**src/rtl/sico_chan_arbiter.sv**
```systemverilog
// -----------------------------------------------------------------------------
// sico_chan_arbiter
//
// Shares the single outbound SiCo co-simulation channel between NUM_REQ
// packet-stream requesters. Ownership is granted round-robin, one whole
// packet at a time. Every packet on the channel is prefixed with a header
// word that carries the owner's index in bits [7:0]. The remaining header
// bits are zero.
//
// Parameters
//   NUM_REQ      number of requester ports (2..16)
//   DATA_W       stream data width in bits (>= 8)
//
// Ports
//   clk_i        clock from the SiCo control block
//   rst_i        synchronous, active-high reset
//   req_valid_i  per-requester beat valid
//   req_data_i   per-requester data, requester k at [k*DATA_W +: DATA_W]
//   req_last_i   per-requester end-of-packet marker
//   req_ready_o  per-requester beat accept (only the owner, only in payload)
//   out_valid_o  channel beat valid
//   out_data_o   channel data (header word or owner's payload)
//   out_last_o   channel end-of-packet
//   out_ready_i  channel accept
//   pause_i      blocks the start of new packets (no effect mid-packet)
//   grant_o      one-hot current owner, zero when idle
//   busy_o       a packet (header or payload) is in progress
//   pkt_count_o  packets completed since reset, wraps at 2^32
// -----------------------------------------------------------------------------
module sico_chan_arbiter #(
    parameter int NUM_REQ = 4,
    parameter int DATA_W  = 32
) (
    input  logic                      clk_i,
    input  logic                      rst_i,
    input  logic [NUM_REQ-1:0]        req_valid_i,
    input  logic [NUM_REQ*DATA_W-1:0] req_data_i,
    input  logic [NUM_REQ-1:0]        req_last_i,
    output logic [NUM_REQ-1:0]        req_ready_o,
    output logic                      out_valid_o,
    output logic [DATA_W-1:0]         out_data_o,
    output logic                      out_last_o,
    input  logic                      out_ready_i,
    input  logic                      pause_i,
    output logic [NUM_REQ-1:0]        grant_o,
    output logic                      busy_o,
    output logic [31:0]               pkt_count_o
);

    localparam int IDX_W = (NUM_REQ > 1) ? $clog2(NUM_REQ) : 1;

    typedef enum logic [1:0] {
        IDLE    = 2'd0,
        HEADER  = 2'd1,
        PAYLOAD = 2'd2
    } state_e;

    state_e             state_q,      state_d;
    logic [IDX_W-1:0]   owner_q,      owner_d;
    logic [IDX_W-1:0]   last_grant_q, last_grant_d;
    logic [NUM_REQ-1:0] grant_q,      grant_d;
    logic [31:0]        pkt_count_q,  pkt_count_d;

    // Unpacked view of the flat data bus so the owner can be selected by index.
    logic [DATA_W-1:0]  req_data_arr [NUM_REQ];

    logic [IDX_W-1:0]   cand_idx;
    logic [IDX_W-1:0]   pick_idx;
    logic               pick_found;

    logic               own_valid;
    logic               own_last;
    logic [DATA_W-1:0]  own_data;
    logic               pkt_done;

    always_comb begin
        for (int k = 0; k < NUM_REQ; k++) begin
            req_data_arr[k] = req_data_i[k*DATA_W +: DATA_W];
        end
    end

    // Round-robin search: first valid requester starting just above the last
    // owner, wrapping modulo NUM_REQ. The last owner itself is checked last.
    always_comb begin
        // NOTE: every variable written here gets a value before any branch,
        // otherwise paths that skip the assignment would infer latches.
        pick_found = 1'b0;
        pick_idx   = '0;
        cand_idx   = '0;
        for (int i = 1; i <= NUM_REQ; i++) begin
            cand_idx = IDX_W'((int'(last_grant_q) + i) % NUM_REQ);
            if (!pick_found && req_valid_i[cand_idx]) begin
                pick_found = 1'b1;
                pick_idx   = cand_idx;
            end
        end
    end

    assign own_valid = req_valid_i[owner_q];
    assign own_last  = req_last_i[owner_q];
    assign own_data  = req_data_arr[owner_q];

    // The closing beat of a packet: owner's last beat accepted by the channel.
    assign pkt_done  = (state_q == PAYLOAD) && own_valid && out_ready_i && own_last;

    // State register. Reset is synchronous and aborts any packet in flight.
    always_ff @(posedge clk_i) begin
        if (rst_i) begin
            // NOTE: registers are updated with non-blocking assignments so that
            // every flop samples the pre-edge values of the others.
            state_q      <= IDLE;
            owner_q      <= '0;
            last_grant_q <= IDX_W'(NUM_REQ - 1);
            grant_q      <= '0;
            pkt_count_q  <= '0;
        end else begin
            state_q      <= state_d;
            owner_q      <= owner_d;
            last_grant_q <= last_grant_d;
            grant_q      <= grant_d;
            pkt_count_q  <= pkt_count_d;
        end
    end

    // Next-state logic.
    always_comb begin
        state_d      = state_q;
        owner_d      = owner_q;
        last_grant_d = last_grant_q;
        grant_d      = grant_q;
        pkt_count_d  = pkt_count_q;

        unique case (state_q)
            IDLE: begin
                if (!pause_i && pick_found) begin
                    state_d           = HEADER;
                    owner_d           = pick_idx;
                    grant_d           = '0;
                    grant_d[pick_idx] = 1'b1;
                end
            end
            HEADER: begin
                if (out_ready_i) begin
                    state_d = PAYLOAD;
                end
            end
            PAYLOAD: begin
                // A stalled owner keeps the channel locked; there is no timeout.
                if (pkt_done) begin
                    state_d      = IDLE;
                    pkt_count_d  = pkt_count_q + 32'd1;
                    last_grant_d = owner_q;
                    grant_d      = '0;
                end
            end
            default: begin
                state_d = IDLE;
                grant_d = '0;
            end
        endcase
    end

    // Output logic. Payload is a zero-latency pass-through of the owner.
    always_comb begin
        out_valid_o = 1'b0;
        out_data_o  = '0;
        out_last_o  = 1'b0;
        req_ready_o = '0;

        unique case (state_q)
            IDLE: begin
            end
            HEADER: begin
                out_valid_o = 1'b1;
                out_data_o  = DATA_W'(owner_q);
            end
            PAYLOAD: begin
                out_valid_o = own_valid;
                out_data_o  = own_data;
                out_last_o  = own_last;
                req_ready_o = grant_q & {NUM_REQ{out_ready_i}};
            end
            default: begin
            end
        endcase
    end

    assign grant_o     = grant_q;
    assign busy_o      = (state_q != IDLE);
    assign pkt_count_o = pkt_count_q;

endmodule

```
**config.mk**
```make
export PLATFORM = sky130hd
export DESIGN_NAME = sico_chan_arbiter
export DESIGN_NICKNAME = d
export VERILOG_FILES = /design/src/rtl/sico_chan_arbiter.sv
export SDC_FILE = /design/constraint.sdc
export NUM_CORES = 1
export LEC_CHECK = 0
export CAP_MARGIN = 0
export CORE_MARGIN = 4
export CORE_UTILIZATION = 33
export DETAILED_ROUTE_END_ITERATION = 6
export GPL_ROUTABILITY_DRIVEN = 0
export HOLD_SLACK_MARGIN = 0.02
export PLACE_DENSITY = 0.79
export SETUP_SLACK_MARGIN = 0.5
export SYNTH_ARGS = -nofsm -noshare
export SYNTH_HDL_FRONTEND = slang
export SYNTH_SLANG_ARGS = --single-unit
```
**constraint.sdc**
```tcl
create_clock -name clk_i -period 2 [get_ports clk_i]
set_clock_uncertainty 0.15 [all_clocks]
set_input_delay 0.3 -clock clk_i [delete_from_list [all_inputs] [get_ports clk_i]]
set_output_delay 0.3 -clock clk_i [all_outputs]
set_load 0.005 [all_outputs]
```
==> impl_results.md, run 1 <==
- Ys flop type: dfxtp_1
- Vias in the first global route: between 4k and 5k
- Largest family of logic cells by synthesized area: simple AND/OR/NAND/NOR gates
- Hold-fix buffers, CTS: 0
- Post-DP Area: 5830 um2
- Worst setup margin: -0.376 ns
- Synthesized-area fraction occupied by adder cells: ~1.6%
- Syn-to-layout area delta: 126%
- R2R setup slack: -0.38 ns
- Worst EP required: around 2.1 ns
- Critical Path AT: about 2.5 ns
- Final HPWL DP: approximately 11,000 um
- Share of cells above drive strength 1: between 40% and 50%
- Mux contribution to synthesized area: 25.7%
- GRT Residual Overflow: 0
- First-pass GRT wire length: approximately 24,000 um
- Multi-input gate area: 2580 um2
- Die area: approximately 11,000 um2
- Register area share after synthesis: 26.9%
- Clock sinks: 42
- Crit path largest cell delay: 0.38 ns
- Routed wire length: between 15,000 and 20,000 um
- Fin cells: slightly below 800
- Port Buffers: between 200 and 250
- Placed cells: 700
- Top-count cell post-synth: dfxtp_1
- Fin crit share: 119%
- CP Max Fanout: 4
- Setup CP Type: reg2reg
- Final Max Tran Viols: 0
- Comb power frac: 57.4%
- Critical Path End: pkt_count_o[28]
- Power density cells: 526 nW/um2
- Share of the synthesized area in the top cell type: around 27%
- Overall power: about 3.7 mW
- Setup-failing EPs final: 74
- Simple-gate share of the synthesized area: about a quarter
- Xor/xnor share of the synthesized area: 6.16%
- EDFF count, synth: 0
- Worst Max-Slew Pin Slew: 0.470 ns
- Largest net degree at the start of global routing: 31
- Compound-Gate Fraction of Synth Area: around 8.4%
- Initial antenna violation count: 7
- Critical path launch point: owner_q[0]
- Hold Vio Cnt, Final: 0
- # IOs: approximately 220
- Root Buffer Master: clkbuf_8
- Yosys reg bits: 42
- Clock share of power: 18.4%
- Area leader, netlist: dfxtp_1
- Final routed DRC violation total: 0
- Crit end category: register
- Internal Pwr Total: 2.54 mW
- Hold_ws: ~0.34 ns
- Commonest cells in the netlist: dfxtp_1, and3_1, mux4_2
- Clock tree buffer depth: 2
- Core box area: 9240 um2
- Top cell family by delay on the critical path: simple AND/OR/NAND/NOR gates
- Synthesized cell area: about 3100 um2
- Wire per inst: 21.8 um
- Async SR Flop Fraction: 0%
- Die width: 105 um
- Worst Path Buf+Inv: 4
- Site Rows: 35
- Failing checks: setup timing
- Yosys warns: 0
- Vias per cell: 5.38
- CTS clk-pin slew, worst paths: approximately 0.080 ns
- Syn Area/Cell: 9.48 um2
- Max_slew headroom: 68.3%
- Drt first pass iters: 7
- TritonCTS clock tree: done
- CP cell instances: buf_6, buf_12, mux4_2, buf_6, buf_6, nand4_4, or3_4, or3_4, a21oi_2
- H-tree levels: 2
- Post-Synthesis Cells: 330
- Synth top area cells: dfxtp_1, mux4_2, and3_1
- CP dominant cell by count: buf_6
- Worst r2r src: owner_q[0]
- Vias: 4,195
- GRT Util Overall: roughly 27%
- Number of buffers created by CTS: 5
- Switching fraction of total power: approximately a third
- Run status: finished with violations
- Max VDD drop: about 0.34 mV
- Leakage power: about 3 nW
- 1st-iter DRT viols: 182
- Fillcell total: approximately 580
- Net count, final: a little under 800
- Die H: 105 um
- Flop pwr share: 24.2%
- RSZ-0062 raised after global routing: yes
- Startpoint class of the critical path: register
- Sequential Area: 897 um2
- Starting Density: 33.9%
- Worst hold path type: reg2reg
- Reg2reg end: pkt_count_o[28]
- Post-route ant nets: 0
- Slowest cell on the critical path: dfxtp_4
- Synth unique cells: 40
- Clock Latency Late Sink: 0.29 ns
- Design area: 7060 um2
- Final Critical Period: ~2.4 ns
- Fmax achieved: roughly 420 MHz
- Syn_nets: roughly 470
- Maxcap violations: 0
- Sw Pwr: approximately 1.2 mW
- Critical Path Stages: 9
- Setup tns final: -18.21 ns
- R2R depth: 9
power groups by stage:
stage / Combinational [mW] / Clock, mW / Sequential, mW
2_1_floorplan: 0.721 / 0 / 0.900
3_3_place_gp: 1.44 / 0 / 0.907
3_5_place_dp: 1.47 / 0 / 0.909
4_1_cts: 1.90 / 0.689 / 0.898
5_1_grt: 2.24 / 0.720 / 0.903
6_report: 2.13 / 0.684 / 0.901
metal layers:
layer / track usage, % / wire length, um / vias up
met3: 6.67 / 1190 / 59
met2: 50.1 / 9180 / 213
met1: 29.2 / 5770 / 2044
li1: - / - / 1877
met4: 11.7 / 791 / 2
met5: 3.81 / 56 / -
per-stage QoR:
step	utilization [%]	setup slack [ns]
after floorplan	-	-0.0215
after global placement	63.1	-0.380
after detailed placement	63.1	-0.430
after CTS	72.6	-0.352
after global routing	76.4	-0.411
final	76.4	-0.376
placed cells by master (no fill, tap or decap), types with 9 or more instances in the layout:
cell / count
xnor2_1: 20
nand2_1: 11
buf_6: 58
nand3_1: 11
nor2_1: 27
mux4_2: 33
buf_4: 69
inv_1: 12
clkdlybuf4s50_1: 135
dlygate4sd2_1: 31
dfxtp_2: 33
clkdlybuf4s15_1: 9
and3_4: 28
clkbuf_2: 11
state kept, by name (all words and copies together), names as in the netlist:
| register | flops |
|---|---|
| pkt_count_o | 32 |
| grant_o | 4 |
| last_grant_q | 2 |
| owner_q | 2 |
| state_q | 2 |
what timing repair did:
| action | in CTS | in global routing |
|---|---|---|
| cloned | 4 | 0 |
| gates resized for setup | 284 | 93 |
| pin swaps | 45 | 25 |
| setup endpoints to repair | 117 | 94 |
| buffers inserted | 46 | 14 |
logic make-up (layout without fill, tap and decap cells):
| kind of cell | Yosys count | after routing |
|---|---|---|
| other cells | 0 | 8 |
| simple gates | 144 | 144 |
| mux | 39 | 39 |
| buf+inv | 38 | 351 |
| flops | 42 | 42 |
| xor+xnor | 22 | 22 |
| compound gates | 41 | 41 |
| fa+ha+maj | 4 | 4 |
worst reg2reg max path: cells and delay by family (launching register included):
family / cells / cell delay, ns
AOI/OAI and AO/OA: 1 / 0.15
buffers and inverters: 4 / 0.47
DFF: 1 / 0.38
muxes: 1 / 0.37
and+or+nand+nor: 3 / 0.80
worst min-delay path by stage:
stage                 from    endpoint  slack [ns]  cells after the start
2_1_floorplan  out_ready_i  state_q[1]        0.31                      2
3_3_place_gp    grant_o[2]  grant_o[2]        0.35                      1
4_1_cts         grant_o[1]  grant_o[1]        0.35                      1
5_1_grt         grant_o[2]  grant_o[2]        0.37                      1
6_report        grant_o[1]  grant_o[1]        0.34                      1
3_5_place_dp    grant_o[1]  grant_o[1]        0.35                      1
final cells by class:
class                      count  area share, %
sequential                    42           12.7
tap                          129           2.29
clock inverter                 3          0.638
multi-input combinational    250           36.5
timing repair buffer         328           45.8
antenna                        8          0.283
inverter                      15          0.868
clock buffer                   5          0.974
No activity file was read; power rests on OpenSTA's default activity.
==> run 2, diff against run 1 <==
--- a/config.mk
+++ b/config.mk
@@ -5,14 +5,17 @@
 export SDC_FILE = /design/constraint.sdc
 export NUM_CORES = 1
 export LEC_CHECK = 0
+export ABC_CLOCK_PERIOD_IN_PS = 2000
 export CAP_MARGIN = 0
 export CORE_MARGIN = 4
 export CORE_UTILIZATION = 33
+export CTS_CLUSTER_SIZE = 25
 export DETAILED_ROUTE_END_ITERATION = 6
 export GPL_ROUTABILITY_DRIVEN = 0
 export HOLD_SLACK_MARGIN = 0.02
 export PLACE_DENSITY = 0.79
 export SETUP_SLACK_MARGIN = 0.5
+export SKIP_CTS_REPAIR_TIMING = 1
 export SYNTH_ARGS = -nofsm -noshare
 export SYNTH_HDL_FRONTEND = slang
 export SYNTH_SLANG_ARGS = --single-unit
==> impl_results.md, run 2 (synthesis gave the netlist of run 1 again) <==
- Run status: finished with violations
- Failing checks: setup timing
- Worst Path Buf+Inv: 4
- Max_slew headroom: 71.9%
- CP Max Fanout: 6
- TritonCTS clock tree: done
- Starting Density: 33.9%
- Post-DP Area: approximately 6000 um2
- Site Rows: 35
- Fin crit share: 120%
- Hold_ws: about 0.34 ns
- # IOs: 215
- Worst hold path type: reg2reg
- Worst r2r src: owner_q[0]
- CTS clk-pin slew, worst paths: around 0.080 ns
- Fin cells: slightly below 800
- Initial antenna violation count: 7
- Vias in the first global route: between 3k and 4k
- R2R depth: 8
- Max reg flops: 32
- Max VDD drop: 0.322 mV
- Fmax achieved: around 420 MHz
- Top cell family by delay on the critical path: multiplexers
- Routed wire length: 16,500 um
- Post-route ant nets: 0
- Final routed DRC violation total: 0
- Worst Max-Slew Pin Slew: ~0.42 ns
- Final core occ: around 77%
- HP Start: grant_o[3]
- Setup CP Type: reg2out
- Hold Vio Cnt, Final: 0
- GRT Residual Overflow: 0
- Die width: roughly 110 um
- Pre-CTS setup slack: -0.430 ns
- Worst setup margin: -0.407 ns
- Core box area: ~9200 um2
- Hold Path Sink: grant_o[3]
- Syn-to-layout area delta: 128%
- Largest net degree at the start of global routing: 31
- 1st-iter DRT viols: between 200 and 300
- Clock tree buffer depth: 2
- Final Critical Period: roughly 2.4 ns
- Slowest cell on the critical path: mux4_2
- Placed cells: 700
- Wire per inst: approximately 21 um
- GRT Util Overall: ~24%
- Critical Path AT: between 1.5 and 2 ns
- Drt first pass iters: 4
- Number of buffers created by CTS: 5
- Final HPWL DP: approximately 11,000 um
- First-pass GRT wire length: between 20,000 and 25,000 um
- RSZ-0062 raised after global routing: yes
- H-tree levels: 2
- Design area: between 7000 and 8000 um2
- Leakage power: 3.59 nW
- Most frequent cells in the layout: clkdlybuf4s50_1, buf_4, dlymetal6s2s_1, buf_6, mux4_2
- Setup-failing EPs final: approximately 70
- Final Max Tran Viols: 0
- Root Buffer Master: clkbuf_8
- Overall power: 3.66 mW
- Commonest non-fill, non-tap cell in the layout: clkdlybuf4s50_1
- Die H: around 110 um
- R2R setup slack: -0.36 ns
- Worst EP required: between 1.5 and 2 ns
- CP cell instances: buf_12, buf_4, buf_6, mux4_2, and3_4, buf_6
- CP dominant cell by count: buf_6
- Port Buffers: 214
- Die area: ~11,000 um2
- Vias: slightly above 4k
- Net count, final: 776
- Crit path largest cell delay: between 0.5 and 0.6 ns
- Maxcap violations: 0
- Reg2reg end: pkt_count_o[30]
- Startpoint class of the critical path: register
- Vias per cell: about 5.4
- Crit end category: output pin
- Hold path cells: 1
- Power density cells: a little over 500 nW/um2
- Share of cells above drive strength 1: a little under half
- Setup tns final: -19.51 ns
- Clock sinks: 42
- Clock Latency Late Sink: roughly 0.30 ns
-- run 2: cell types whose count changed in the layout (fill, tap and decap cells not counted), moves of 4 or more --
cell,before,now
and3_1,7,16
and3_4,28,19
buf_16,4,0
buf_4,69,57
buf_6,58,50
clkbuf_16,0,5
clkdlybuf4s15_1,9,0
dfxtp_1,5,9
dfxtp_2,33,22
dfxtp_4,4,11
dlygate4sd2_1,31,0
dlymetal6s2s_1,1,51
or3_1,7,2
or3_4,3,8
-- run 2: cell type report --
cell class | count | area [um2]
sequential | 42 | 910
clock buffer | 5 | 68.8
inverter | 15 | 61.3
tap | 129 | 161
timing repair buffer | 318 | 3320
multi-input combinational | 250 | 2530
clock inverter | 3 | 45.0
antenna | 7 | 17.5
fill | 577 | 2120
-- run 2: power breakdown --
group	leakage, nW	switching [mW]	internal, mW	total [mW]
logic	3.18	0.798	1.27	2.07
registers	0.359	0.0472	0.858	0.905
clock network	0.0504	0.316	0.372	0.688
-- run 2: worst max-delay path by stage --
stage              startpoint              end  slack (ns)  cells past startpoint
2_1_floorplan      owner_q[0]  pkt_count_o[28]       -0.02                      6
3_3_place_gp   req_valid_i[3]      out_valid_o       -0.38                      5
3_5_place_dp    req_last_i[0]  pkt_count_o[30]       -0.43                      7
4_1_cts            owner_q[0]    out_data_o[1]       -0.58                      6
5_1_grt            owner_q[0]   out_data_o[22]       -0.46                      6
6_report           owner_q[0]   out_data_o[22]       -0.41                      6
-- run 2: per-layer routing --
metal / vias to the layer above / wire length [um] / global-route usage [%]
met5: - / 0 / 0
met4: 0 / 723 / 11.7
met3: 43 / 1250 / 6.06
met2: 193 / 8620 / 41.8
met1: 2051 / 5920 / 27.3
li1: 1856 / - / -
